$ cat src/rtl/shift_pkg.sv
// Shared definitions for the universal shift register: operation modes and
// burst sequencer states.
package shift_pkg;

  localparam logic [2:0] MODE_HOLD = 3'd0;
  localparam logic [2:0] MODE_LOAD = 3'd1;
  localparam logic [2:0] MODE_SHL  = 3'd2;
  localparam logic [2:0] MODE_SHR  = 3'd3;
  localparam logic [2:0] MODE_ROL  = 3'd4;
  localparam logic [2:0] MODE_ROR  = 3'd5;
  localparam logic [2:0] MODE_ASR  = 3'd6;
  localparam logic [2:0] MODE_CLR  = 3'd7;

  typedef enum logic [0:0] {
    ST_IDLE  = 1'b0,
    ST_BURST = 1'b1
  } state_e;

endpackage

$ cat src/rtl/shift_step.sv
// Combinational next-value function of the shift register for one step of
// the selected mode.
module shift_step
  import shift_pkg::*;
#(
  parameter int WIDTH = 4
) (
  input  logic [WIDTH-1:0] q,
  input  logic [2:0]       mode,
  input  logic             ser_in_l,
  input  logic             ser_in_r,
  input  logic [WIDTH-1:0] par_in,
  output logic [WIDTH-1:0] q_next
);

  // Select the next register value for the requested operation.
  always_comb begin
    q_next = q;
    case (mode)
      MODE_HOLD: q_next = q;
      MODE_LOAD: q_next = par_in;
      MODE_SHL:  q_next = {q[WIDTH-2:0], ser_in_r};
      MODE_SHR:  q_next = {ser_in_l, q[WIDTH-1:1]};
      MODE_ROL:  q_next = {q[WIDTH-2:0], q[WIDTH-1]};
      MODE_ROR:  q_next = {q[0], q[WIDTH-1:1]};
      MODE_ASR:  q_next = {q[WIDTH-1], q[WIDTH-1:1]};
      MODE_CLR:  q_next = {WIDTH{1'b0}};
      default:   q_next = q;
    endcase
  end

endmodule

$ cat src/rtl/shift_register_universal.sv
// N-bit universal shift register with single-step operation and a counted
// burst sequencer reporting busy/done.
module shift_register_universal
  import shift_pkg::*;
#(
  parameter int WIDTH = 4,
  parameter int CNT_W = 3
) (
  input  logic             clk,
  input  logic             clr,
  input  logic             en,
  input  logic [2:0]       mode,
  input  logic             start,
  input  logic [CNT_W-1:0] cnt,
  input  logic             ser_in_l,
  input  logic             ser_in_r,
  input  logic [WIDTH-1:0] par_in,
  output logic [WIDTH-1:0] q,
  output logic             ser_out_l,
  output logic             ser_out_r,
  output logic             busy,
  output logic             done
);

  localparam logic [CNT_W-1:0] CNT_ZERO = {CNT_W{1'b0}};
  localparam logic [CNT_W-1:0] CNT_ONE  = {{(CNT_W-1){1'b0}}, 1'b1};

  state_e           state_r, state_nx_s;
  logic [WIDTH-1:0] q_r, q_nx_s, q_step_s;
  logic [CNT_W-1:0] rem_r, rem_nx_s;
  logic [2:0]       mode_lat_r, mode_lat_nx_s, step_mode_s;
  logic             done_r, done_nx_s;

  // Bursts run the latched mode; the live mode only drives single steps.
  assign step_mode_s = (state_r == ST_BURST) ? mode_lat_r : mode;

  shift_step #(.WIDTH(WIDTH)) u_step (
    .q        (q_r),
    .mode     (step_mode_s),
    .ser_in_l (ser_in_l),
    .ser_in_r (ser_in_r),
    .par_in   (par_in),
    .q_next   (q_step_s)
  );

  // Sequencer next-state and datapath next-value selection.
  always_comb begin
    state_nx_s    = state_r;
    q_nx_s        = q_r;
    rem_nx_s      = rem_r;
    mode_lat_nx_s = mode_lat_r;
    done_nx_s     = 1'b0;
    case (state_r)
      ST_IDLE: begin
        if (start) begin
          if (cnt != CNT_ZERO) begin
            state_nx_s    = ST_BURST;
            rem_nx_s      = cnt;
            mode_lat_nx_s = mode;
          end else begin
            done_nx_s = 1'b1;
          end
        end else if (en) begin
          q_nx_s = q_step_s;
        end else begin
          q_nx_s = q_r;
        end
      end
      ST_BURST: begin
        if (en) begin
          q_nx_s   = q_step_s;
          rem_nx_s = rem_r - CNT_ONE;
          if (rem_r == CNT_ONE) begin
            state_nx_s = ST_IDLE;
            done_nx_s  = 1'b1;
          end else begin
            state_nx_s = ST_BURST;
          end
        end else begin
          q_nx_s = q_r;
        end
      end
      default: begin
        state_nx_s = ST_IDLE;
        rem_nx_s   = CNT_ZERO;
      end
    endcase
  end

  // State, datapath and status registers; reset aborts any burst silently.
  always_ff @(posedge clk or negedge clr) begin
    if (!clr) begin
      state_r    <= ST_IDLE;
      q_r        <= {WIDTH{1'b0}};
      rem_r      <= CNT_ZERO;
      mode_lat_r <= MODE_HOLD;
      done_r     <= 1'b0;
    end else begin
      state_r    <= state_nx_s;
      q_r        <= q_nx_s;
      rem_r      <= rem_nx_s;
      mode_lat_r <= mode_lat_nx_s;
      done_r     <= done_nx_s;
    end
  end

  assign q         = q_r;
  assign ser_out_l = q_r[WIDTH-1];
  assign ser_out_r = q_r[0];
  assign busy      = (state_r == ST_BURST);
  assign done      = done_r;

endmodule

$ cat config.mk
export PLATFORM = sky130hd
export DESIGN_NAME = shift_register_universal
export DESIGN_NICKNAME = d
export VERILOG_FILES = /design/src/rtl/shift_pkg.sv /design/src/rtl/shift_step.sv /design/src/rtl/shift_register_universal.sv
export SDC_FILE = /design/constraint.sdc
export NUM_CORES = 1
export LEC_CHECK = 0
export CAP_MARGIN = 20
export CORE_ASPECT_RATIO = 1.4
export CORE_MARGIN = 1
export CORE_UTILIZATION = 51
export DETAILED_ROUTE_END_ITERATION = 10
export GPL_TIMING_DRIVEN = 1
export PLACE_DENSITY = 0.83
export REMOVE_ABC_BUFFERS = 1
export SYNTH_ARGS = -nofsm -noshare
export SYNTH_HDL_FRONTEND = slang
export SYNTH_SLANG_ARGS = --single-unit
$ cat constraint.sdc
create_clock -name clk -period 2.7 [get_ports clk]
set_input_delay 0.81 -clock clk [delete_from_list [all_inputs] [get_ports clk]]
set_output_delay 0.81 -clock clk [all_outputs]
set_load 0.02 [all_outputs]
-- Word-level counts from Yosys, hierarchy flattened
Index checks and enable logic that the tools add are counted.
Widths: inputs -> output; s select.
- bits in registers: 12
- output and inout port bits: 8
- logic and storage cells: 42
- memories kept: 0
- bits of input ports: 16
- memory bits (read-only): 0
- memory bits (writable): 0
- latch bits: 0
- add/sub/neg operators: 1
- magnitude comparators: 0
- divide/modulo/power cells: 0
- reduce and logical (&&, ||, !) cells: 4
- equality and inequality tests: 12
- shifts and indexed selects: 0
- $mul: 0
- mux-type cells: 19
- bitwise operators: 1
- operator list (operator ; number):
    $pmux 4 s8 ; 1
    $eq 3x3->1 const B ; 4
    $mux 3 ; 4
    $mux 1 ; 8
    $mux 4 ; 2
    $ne 2x2->1 const B ; 4
    $pmux 4 s2 ; 1
    $eq 3x1->1 const B ; 2
    $eq 3x2->1 const B ; 2
    $pmux 3 s2 ; 1
    $reduce_and 3->1 ; 2
    $pmux 1 s2 ; 2
    $logic_not 3->1 ; 1
    $reduce_bool 3->1 ; 1
    $sub 3x1->3 const B ; 1
    $not 1->1 ; 1

-- Logic depth before layout (Yosys ltp)
Gate-level depths: netlist of the first run.
- word-level depth: 6
- gate-level depth with buffers: 7
- gate-level depth less buffers: 5

-- Modules after synthesis
A second synthesis of the first run with hierarchy kept.
- cell total of the unflattened synthesis: 88
- area total of the unflattened synthesis: 914.6 um^2
- modules (own cells, without submodules) (module ; cells each ; sequential area each (um^2) ; times used ; area an instance (um^2)):
    shift_register_universal ; 55 ; 300.3 ; 1 ; 649.4
    shift_step ; 33 ; 0.0 ; 1 ; 265.3

-- Least setup slack after synthesis of the first run
Ideal clock, no wire load.
- path kind: input -> register
- start point: input port mode[0]
- end point: register q_r[2], in the netlist q[2]
- path slack: 0.914 ns
- stages: 5
- data arrival time: 1.665 ns
- cells stage by stage: buf_2 mux2i_1 mux2i_1 o211ai_1 a22o_1
- cells in the longest elaborated chain, start to end: 6
- RTL lines (item ; line ; RTL):
    start: declaration ; shift_register_universal.sv:12 ; input logic [2:0] mode,
    $mux 3 (*) ; shift_register_universal.sv:35 ; assign step_mode_s = (state_r == ST_BURST) ? mode_lat_r : mode;
    $eq 3x3->1, or another cell as far along ; shift_step.sv:19 ; case (mode)
    $pmux 4 s8 (*) ; shift_step.sv:19 ;
    $mux 4 (*) ; shift_register_universal.sv:63, shift_register_universal.sv:70 ;
    $mux 4 ; shift_register_universal.sv:55 ; if (start) begin
    $pmux 4 s2 (*) ; shift_register_universal.sv:53 ; case (state_r)
    end signal: assignment ; shift_register_universal.sv:94 ; q_r <= {WIDTH{1'b0}};
    end signal: assignment ; shift_register_universal.sv:100 ; q_r <= q_nx_s;
    end: declaration ; shift_register_universal.sv:29 ; logic [WIDTH-1:0] q_r, q_nx_s, q_step_s;
Mark *: on every way between the ends. The rest lies on a longest branch, timed or not. The select of a mux whose other input is x is not followed.
A chain may end at the register's enable or synchronous reset.

-- Final worst setup path of the first run
- start point: register q_r[0], in the netlist q[0]
- end point: output port q[0]
- RTL lines (item ; line ; RTL):
    end: declaration ; shift_register_universal.sv:18 ; output logic [WIDTH-1:0] q,
No word-level cell between the ends.

==> flow_summary_export.csv, run 1 <==
group,metric,value,unit
timing,fin_tns_setup,0,ps
finish,instances_no_fill,140,
detailed_routing,drt_iter0_drc,12,
floorplanning,dieArea,2000,µm²
clocking,cts_buffers,3,
yosys,synthArstFlopShare,1.00,
yosys,synthSimpleGateAreaFrac,0.211,
yosys,ys_seq_elements,12,
power_and_ir_drop,power.leakage,0.000468,µW
floorplanning,num_rows,17,
setup_path,end_kind,"primary output",
detailed_routing,vias,828,
floorplanning,start_util,0.568,
grt,grt_max_degree,25,
timing,clock_skew,5.83,ps
floorplanning,die_h,52.6,µm
clocking,cts_sinks,12,
finish,drive_gt1_frac,0.140,
detailed_routing,wire_per_inst,14.3,µm
setup_path,slowest_delay,640,ps
clocking,clk_pin_slew_worst_paths,80,ps
setup_path,cpLargestDelayFamily,"buffers and inverters",
detailed_routing,wl_met2,1070,µm
detailed_routing,drt-total-wl,2000,µm
placed_design,placed_area,1140,µm²
clocking,clockRootBuffer,"clkbuf_4",
setup_path,reg2reg_slack,1050,ps
yosys,synth_top_area_cell,"dfrtp_1",
yosys,netlist_instances,100,
timing,rsz0062_at_grt,"false",
timing,finalHoldViolCount,0,
yosys,syn_area_per_cell,9.31,µm²
detailed_routing,drc,0,
finish,fin_area,1180,µm²
timing,period_needed,2190,ps
setup_path,crit_fanout,6,
finish,regArea,300,µm²
finish,layout_commonest_cell,"clkdlybuf4s50_1",
clocking,clock_latency,290,ps
grt,grt_first_pass_wirelength,3320,µm
timing,worst_slew_pin_slew,553,ps
yosys,synth_xor_area_frac,0.0188,
outcome,status,"complete, no violations",
finish,multi_input_area,572,µm²
detailed_routing,ant_nets,0,
floorplanning,ioPinCount,24,
setup_path,worst-setup-path-type,"reg2out",
clocking,hold_buffers,0,
yosys,synth_top_area_share,0.323,
timing,max_slew_margin,0.630,
power_and_ir_drop,powerDensity,1150,nW/µm²
min_path,min_path_type,"reg2reg",
timing,setup_violations,0,
setup_path,reg2reg_depth,6,
setup_path,crit_buf_inv,1,
power_and_ir_drop,ir_drop,0.000752,V
yosys,synth_area_leaders,"dfrtp_1 32%, mux2_2 4.8%, mux2i_4 4.8%",
setup_path,reg2reg_from,"busy",
finish,area_delta_synth_final,26.5,%
grt,grt_overflow,0,
detailed_routing,top_layer,"met4",
yosys,synth_edf_count,0,
setup_path,cp-start-kind,"flop",
yosys,synth_fa_ha_area_frac,0.0269,
grt,grt_pass1_vias,783,
yosys,yosysSeqAreaShare,0.323,
grt,grt_antenna_before_repair,0,
finish,mostFrequentLayoutCells,"23 x clkdlybuf4s50_1, 12 x dfrtp_1, 9 x nand2_1, 7 x nor2_1, 5 x a21oi_1",
detailed_routing,dr_wl_met3,80,µm
grt,grt.total_usage,0.238,
min_path,min_to,"rem_r[0]",
min_path,min_from,"rem_r[0]",
placed_design,port_buffers,23,
yosys,synth_cell_types,41,
finish,fillCellCount,143,
power_and_ir_drop,power.total,1360,µW
clocking,clockBufferDepth,2,
clocking,postCtsSetupBuffers,0,
timing,drv_slew,0,
floorplanning,fp.coreArea,1640,µm²
yosys,synth-main-ff-cell,"dfrtp_1",
setup_path,arrival,1380,ps
timing,period_share,0.810,
timing,max_freq,0.457,GHz
yosys,synth_mux_area_frac,0.156,
min_path,hold_depth,1,
finish,final_nets,140,
detailed_routing,wl_met1,797,µm
yosys,synth_top_family_by_area,"simple AND/OR/NAND/NOR gates",
setup_path,reg2reg_to,"q[2]",
clocking,cts_tree,"done",
placed_design,hpwl,1550,µm
detailed_routing,drt-vias-per-instance,5.91,
clocking,htree_levels,1,
floorplanning,die_x,38.1,µm
yosys,synth-compound-area-share,0.202,
detailed_routing,dr.pass1.iters,4,
placed_design,finalWeightedCongestion,0.735,
setup_path,worstPathCellList,"clkdlybuf4s50_1",
placed_design,dp_cells,136,
yosys,synth_warnings,0,
clocking,cts_resized,0,
yosys,syn_area,931,µm²
finish,antenna_cells,0,
job,max-cap-violations,0,
setup_path,slowest_stage,"clkdlybuf4s50_1",
setup_path,required,1890,ps
==> per-stage QoR <==
| step | hold slack (ps) | worst slack, ps | util |
|---|---|---|---|
| 2_1_floorplan | 475 | 829 | - |
| 3_3_place_gp | 527 | 409 | 0.697 |
| 3_5_place_dp | 538 | 359 | 0.697 |
| 4_1_cts | 546 | 523 | 0.719 |
| 5_1_grt | 596 | 457 | 0.719 |
| 6_report | 548 | 514 | 0.719 |
==> worst max path at each step <==
stage / cells after the start / to / start
after floorplan: 5 / q[2] / busy
after global placement: 5 / q[2] / mode[0]
after detailed placement: 5 / q[2] / mode[0]
after CTS: 1 / ser_out_r / q[0]
after global routing: 1 / ser_out_l / q[3]
final: 1 / q[0] / q[0]
==> power by group <==
part           switching [µW]  internal [µW]  total (µW)
registers                 113            265         378
logic                     422            411         832
clock network            66.1           82.2         148
total                     601            758        1360
==> cells in the mapped netlist, types with 2 or more instances <==
cell      number
a21oi_1        5
a22o_1         2
a311oi_1       2
buf_2          2
buf_4          2
buf_6          2
dfrtp_1       12
ha_1           2
inv_1          2
mux2_2         4
mux2i_1        4
mux2i_4        2
nand2_1        9
nand3_1        3
nor2_1         7
nor2b_1        3
nor3_1         4
nor3b_1        3
o211ai_1       2
o21ai_0        4
o21ai_1        3
o31ai_1        2
==> flip-flops by register name (all words and copies together), names as in the netlist <==
name and cells:
busy 1, done 1, q 4, rem_r 3, mode_lat_r 3
==> logic make-up after synthesis <==
family          count (synthesis)
flops                          12
simple gates                   36
xor+xnor                        2
buf+inv                         9
compound gates                 28
fa+ha+maj                       2
mux                            11
==> final cells by class <==
type | instances | share of cell area
clock buffers | 4 | 0.0308
flip-flops and latches | 12 | 0.255
inverters | 2 | 0.00638
well taps | 19 | 0.0202
repair buffers | 24 | 0.202
multi-input cells | 79 | 0.486
==> per-layer routing <==
layer / vias up / global-route usage
met1: 390 / 0.246
met2: 24 / 0.441
met4: 0 / 0.107
li1: 409 / -
met5: - / 0
met3: 5 / 0.0426
Power figures use the tool's default switching activity.
==> run 2, diff against run 1 <==
--- a/config.mk
+++ b/config.mk
@@ -8,10 +8,10 @@
 export CAP_MARGIN = 20
 export CORE_ASPECT_RATIO = 1.4
 export CORE_MARGIN = 1
-export CORE_UTILIZATION = 51
+export CORE_UTILIZATION = 43
 export DETAILED_ROUTE_END_ITERATION = 10
 export GPL_TIMING_DRIVEN = 1
-export PLACE_DENSITY = 0.83
+export PLACE_DENSITY = 0.75
 export REMOVE_ABC_BUFFERS = 1
 export SYNTH_ARGS = -nofsm -noshare
 export SYNTH_HDL_FRONTEND = slang
==> constraint.sdc (replaced) <==
create_clock -name clk -period 1.9 [get_ports clk]
set_input_delay 0.57 -clock clk [delete_from_list [all_inputs] [get_ports clk]]
set_output_delay 0.57 -clock clk [all_outputs]
set_load 0.02 [all_outputs]
==> flow_summary_export.csv, run 2 (same netlist as run 1, synthesis figures left out) <==
group,metric,value,unit
setup_path,slowest_delay,640,ps
placed_design,hpwl,1600,µm
detailed_routing,ant_nets,0,
finish,largest_reg_flops,4,
grt,grt_max_degree,13,
timing,setup_slack,83.6,ps
detailed_routing,drt_iter0_drc,1,
clocking,cts_buffers,3,
grt,grt_overflow,0,
setup_path,worstPathCellList,"clkdlybuf4s50_1 > mux2_4 > mux2i_1 > o211ai_1 > a22o_1",
setup_path,crit_fanout,8,
timing,period_needed,1820,ps
clocking,clockBufferDepth,2,
detailed_routing,dr.pass1.iters,4,
placed_design,dp_slack,-203,ps
power_and_ir_drop,p_seq_frac,0.283,
power_and_ir_drop,p_sw,852,µW
clocking,clock_latency,270,ps
power_and_ir_drop,power.leakage,0.000516,µW
outcome,status,"complete, no violations",
detailed_routing,drc,0,
setup_path,crit_buf_inv,1,
finish,mostFrequentLayoutCells,"16 x clkdlybuf4s50_1, 12 x dfrtp_1, 9 x nand2_1, 7 x nor2_1, 7 x buf_4",
min_path,min_path_type,"reg2reg",
floorplanning,start_util,0.466,
job,max-cap-violations,0,
timing,clock_skew,1.17,ps
clocking,cts_sinks,12,
detailed_routing,drt-total-wl,2030,µm
finish,final_nets,146,
floorplanning,num_rows,19,
detailed_routing,wire_per_inst,13.7,µm
floorplanning,fp.coreArea,2000,µm²
setup_path,worst-setup-path-type,"in2reg",
power_and_ir_drop,clockPowerShare,0.105,
setup_path,cpLargestDelayFamily,"buffers and inverters",
placed_design,finalWeightedCongestion,0.738,
detailed_routing,vias,827,
grt,grt.total_usage,0.194,
finish,area_delta_synth_final,31.5,%
timing,fin_tns_setup,0,ps
setup_path,arrival,1980,ps
grt,grt_first_pass_wirelength,3210,µm
clocking,htree_levels,1,
power_and_ir_drop,ir_drop,0.000779,V
setup_path,end_kind,"flop",
timing,max_freq,0.551,GHz
clocking,clockRootBuffer,"clkbuf_4",
timing,finalHoldViolCount,0,
floorplanning,die_h,57.1,µm
power_and_ir_drop,netSwitchingFraction,0.440,
floorplanning,ioPinCount,24,
clocking,clk_pin_slew_worst_paths,80,ps
finish,antenna_cells,0,
power_and_ir_drop,internal_power,1080,µW
placed_design,port_buffers,23,
timing,worst_slew_pin_slew,575,ps
power_and_ir_drop,combinationalPowerShare,0.612,
floorplanning,dieArea,2360,µm²
timing,setup_violations,0,
setup_path,cp-start-kind,"primary input",
clocking,cts_tree,"done",
grt,grt_pass1_vias,786,
timing,drv_slew,0,
finish,drive_gt1_frac,0.189,
detailed_routing,drt-vias-per-instance,5.59,
timing,period_share,0.956,
finish,layout_commonest_cell,"clkdlybuf4s50_1",
setup_path,required,2060,ps
setup_path,slowest_stage,"clkdlybuf4s50_1",
timing,rsz0062_at_grt,"false",
timing,max_slew_margin,0.615,
power_and_ir_drop,powerDensity,1580,nW/µm²
floorplanning,die_x,41.3,µm
grt,grt_antenna_before_repair,0,
finish,fin_area,1220,µm²
placed_design,placed_area,1190,µm²
==> run 2: cell types whose count changed in the layout (fill, tap and decap cells not counted), sizes merged <==
cell | before | now
buf | 1 | 7
clkdlybuf4s50 | 23 | 16
dlygate4sd2 | 0 | 6
dlymetal6s2s | 0 | 1
==> run 2: power groups by stage <==
| stage | registers [µW] | clock network (µW) | logic (µW) |
|---|---|---|---|
| 2_1_floorplan | 646 | 0 | 705 |
| 3_3_place_gp | 549 | 0 | 1200 |
| 3_5_place_dp | 556 | 0 | 1220 |
| 4_1_cts | 548 | 209 | 1190 |
| 5_1_grt | 571 | 227 | 1300 |
| 6_report | 548 | 203 | 1180 |
==> run 2: path summary, 6_finish.rpt <==
kind,start,to,slack [ps],depth (start not counted)
setup / recovery,mode[0],q[1],80,5
hold / removal,rem_r[0],rem_r[0],560,1
setup reg to reg,busy,q[2],270,5
hold reg to reg,rem_r[0],rem_r[0],560,1
max in group asynchronous,clr,rem_r[1],860,1
min in group asynchronous,clr,rem_r[2],670,1
==> run 2: timing repair <==
| action | 4_1_cts | 5_1_grt |
|---|---|---|
| cloned | 0 | 0 |
| buffers inserted | 0 | 0 |
| hold buffers | 0 | 0 |
| resized for setup | 6 | 2 |
| setup endpoints to repair | 6 | 2 |
==> run 2: routing by layer <==
metal,global-route usage,vias to the layer above,part of all wire
met5,0,-,0
met4,0.0645,0,0.0064
met3,0.0428,2,0.043
met2,0.333,26,0.54
met1,0.224,381,0.41
li1,-,418,-
==> run 2: cell type report <==
type / instances / area, µm²
sequential: 12 / 300
fill: 186 / 773
timing repair buffer: 30 / 278
tap: 21 / 26.3
multi-input combinational: 79 / 576
inverter: 2 / 7.51
clock buffer: 4 / 36.3
==> run 2: per-stage QoR <==
stage | util | hold slack (ps) | instances | total power, µW
after floorplan | - | 274 | 93 | 1350
after global placement | 0.595 | 535 | 144 | 1750
after detailed placement | 0.595 | 539 | 144 | 1780
after CTS | 0.610 | 553 | 148 | 1940
after global routing | 0.613 | 589 | 148 | 2100
final | 0.613 | 558 | 148 | 1930
==> run 3, diff against run 2 <==
--- a/config.mk
+++ b/config.mk
@@ -8,11 +8,13 @@
 export CAP_MARGIN = 20
 export CORE_ASPECT_RATIO = 1.4
 export CORE_MARGIN = 1
-export CORE_UTILIZATION = 43
+export CORE_UTILIZATION = 45
+export CTS_BUF_LIST = sky130_fd_sc_hd__clkbuf_4
 export DETAILED_ROUTE_END_ITERATION = 10
 export GPL_TIMING_DRIVEN = 1
-export PLACE_DENSITY = 0.75
+export PLACE_DENSITY = 0.78
 export REMOVE_ABC_BUFFERS = 1
 export SYNTH_ARGS = -nofsm -noshare
 export SYNTH_HDL_FRONTEND = slang
+export SYNTH_HIERARCHICAL = 1
 export SYNTH_SLANG_ARGS = --single-unit
==> flow_summary_export.csv, run 3 <==
group,metric,value,unit
outcome,status,"complete, no violations",
floorplanning,die_h,55.3,µm
clocking,clockRootBuffer,"clkbuf_4",
setup_path,reg2reg_to,"q[0]",
floorplanning,dieArea,2220,µm²
setup_path,crit_path_start,"busy",
yosys,synth_area_leaders,"dfrtp_1 33%, mux2_1 9.8%, mux2_2 4.9%",
setup_path,worst-setup-path-type,"reg2out",
placed_design,hpwl,1460,µm
setup_path,crit_fanout,12,
yosys,netlist_instances,88,
yosys,synth_fa_ha_area_frac,0.0274,
grt,grt_pass1_vias,765,
grt,grt_max_degree,13,
yosys,synthArstFlopShare,1.00,
timing,drv_slew,0,
yosys,synth_mux_area_frac,0.181,
clocking,clock_latency,270,ps
yosys,yosysSeqAreaShare,0.328,
clocking,htree_levels,1,
floorplanning,start_util,0.495,
placed_design,port_buffers,23,
yosys,syn_area_per_cell,10.4,µm²
floorplanning,fp.coreArea,1850,µm²
yosys,synth_top_area_share,0.328,
yosys,synthSimpleGateAreaFrac,0.193,
setup_path,worstPathCellList,"buf_4 > dlygate4sd2_1",
grt,grt.total_usage,0.211,
clocking,clk_pin_slew_worst_paths,70,ps
finish,layout_commonest_cell,"clkdlybuf4s50_1",
floorplanning,die_x,40.1,µm
timing,max_slew_margin,0.642,
timing,setup_violations,0,
clocking,cts_sinks,12,
yosys,ys_seq_elements,12,
yosys,synth_top_area_cell,"dfrtp_1",
setup_path,crit_buf_inv,2,
timing,setup_slack,65.5,ps
setup_path,reg2reg_slack,140,ps
setup_path,cpLargestDelayFamily,"buffers and inverters",
clocking,hold_buffers,0,
min_path,min_path_type,"reg2reg",
finish,antenna_cells,0,
detailed_routing,drt-total-wl,2060,µm
detailed_routing,vias,804,
detailed_routing,drt-vias-per-instance,5.78,
detailed_routing,ant_nets,0,
setup_path,cp_num_cells,2,
setup_path,required,1330,ps
setup_path,arrival,1260,ps
detailed_routing,wire_per_inst,14.8,µm
timing,worst_slew_pin_slew,535,ps
power_and_ir_drop,power.leakage,0.000584,µW
timing,fin_tns_setup,0,ps
setup_path,end_kind,"primary output",
setup_path,slowest_stage,"dfrtp_2",
yosys,synth_top_family_by_area,"simple AND/OR/NAND/NOR gates",
yosys,synth-main-ff-cell,"dfrtp_1",
yosys,synth_xor_area_frac,0.0397,
timing,finalHoldViolCount,0,
yosys,syn_area,915,µm²
finish,mostFrequentLayoutCells,"13 x clkdlybuf4s50_1, 11 x dfrtp_1, 9 x buf_4, 8 x dlygate4sd2_1",
finish,fillCellCount,151,
grt,grt_antenna_before_repair,0,
timing,rsz0062_at_grt,"false",
finish,fin_area,1250,µm²
floorplanning,ioPinCount,24,
yosys,synth_most_common_cell,"dfrtp_1",
clocking,clockBufferDepth,2,
yosys,synthTopCellsByCount,"12 x dfrtp_1, 8 x mux2_1, 7 x nand2_1, 5 x a21oi_1, 4 x mux2_2",
clocking,cts_buffers,3,
yosys,synth_edf_count,0,
setup_path,cp-start-kind,"flop",
placed_design,dp_slack,-405,ps
finish,final_nets,139,
detailed_routing,drt_iter0_drc,3,
timing,period_needed,1830,ps
placed_design,placed_area,1180,µm²
power_and_ir_drop,ir_drop,0.00103,V
detailed_routing,drc,0,
placed_design,finalWeightedCongestion,0.710,
floorplanning,num_rows,18,
timing,max_freq,0.545,GHz
setup_path,reg2reg_from,"busy",
clocking,cts_tree,"done",
yosys,synth_cell_types,42,
timing,clock_skew,0.396,ps
finish,largest_reg_flops,4,
timing,period_share,0.966,
power_and_ir_drop,powerDensity,1570,nW/µm²
setup_path,slowest_delay,450,ps
job,max-cap-violations,0,
finish,area_delta_synth_final,36.8,%
setup_path,endpoint,"busy",
finish,drive_gt1_frac,0.277,
detailed_routing,dr.pass1.iters,4,
timing,whs,499,ps
yosys,synth-compound-area-share,0.157,
grt,grt_overflow,0,
yosys,synth_warnings,6,
grt,grt_first_pass_wirelength,3370,µm
setup_path,reg2reg_depth,7,
==> run 3: how the worst min path moves through the flow <==
stage	startpoint	end	slack, ps	depth (start not counted)
final	mode_lat_r[1]	mode_lat_r[1]	500	1
after CTS	mode_lat_r[1]	mode_lat_r[1]	500	1
after global routing	mode_lat_r[1]	mode_lat_r[1]	530	1
after global placement	mode_lat_r[2]	mode_lat_r[2]	460	1
after floorplan	clr	busy	270	0
after detailed placement	mode_lat_r[0]	mode_lat_r[0]	480	1
==> run 3: where the power goes <==
part / internal (µW) / switching [µW]
logic: 691 / 621
clock network: 73.4 / 77.0
registers: 374 / 129
==> run 3: repair_timing <==
action                                  in CTS  in global routing
cloned                                       1                  0
pin swaps                                    1                  0
gates resized for setup                     20                  2
buffers inserted                             0                  0
endpoints found under the setup margin       9                  2
==> run 3: kinds of logic after synthesis <==
logic type / count (synthesis)
AND/OR/NAND/NOR: 27
AO/OA/AOI/OAI: 22
multiplexers: 15
flip-flops: 12
buffers and inverters: 8
XOR/XNOR: 2
adder cells (fa/ha/maj): 2
==> run 3: cell type report <==
cell class / count / area (µm²) / share of cell area
clock buffer: 3 / 22.5 / 0.0180
multi-input combinational: 69 / 587 / 0.469
inverter: 2 / 7.51 / 0.00600
timing repair buffer: 33 / 308 / 0.246
sequential: 12 / 302 / 0.241
tap: 20 / 25.0 / 0.0200
==> run 3: through the flow <==
stage	std cells	total power (µW)	utilization
global route	139	2110	0.678
finish	139	1960	0.678
CTS	139	1970	0.675
global placement	135	1660	0.642
floorplan	82	1230	-
detailed placement	135	1700	0.642
==> run 3: metal layers <==
metal,track usage,up-vias,wire (µm)
li1,-,391,-
met1,0.241,383,830
met2,0.378,27,1130
met3,0.0120,3,77
met4,0.0739,0,23
met5,0,-,0
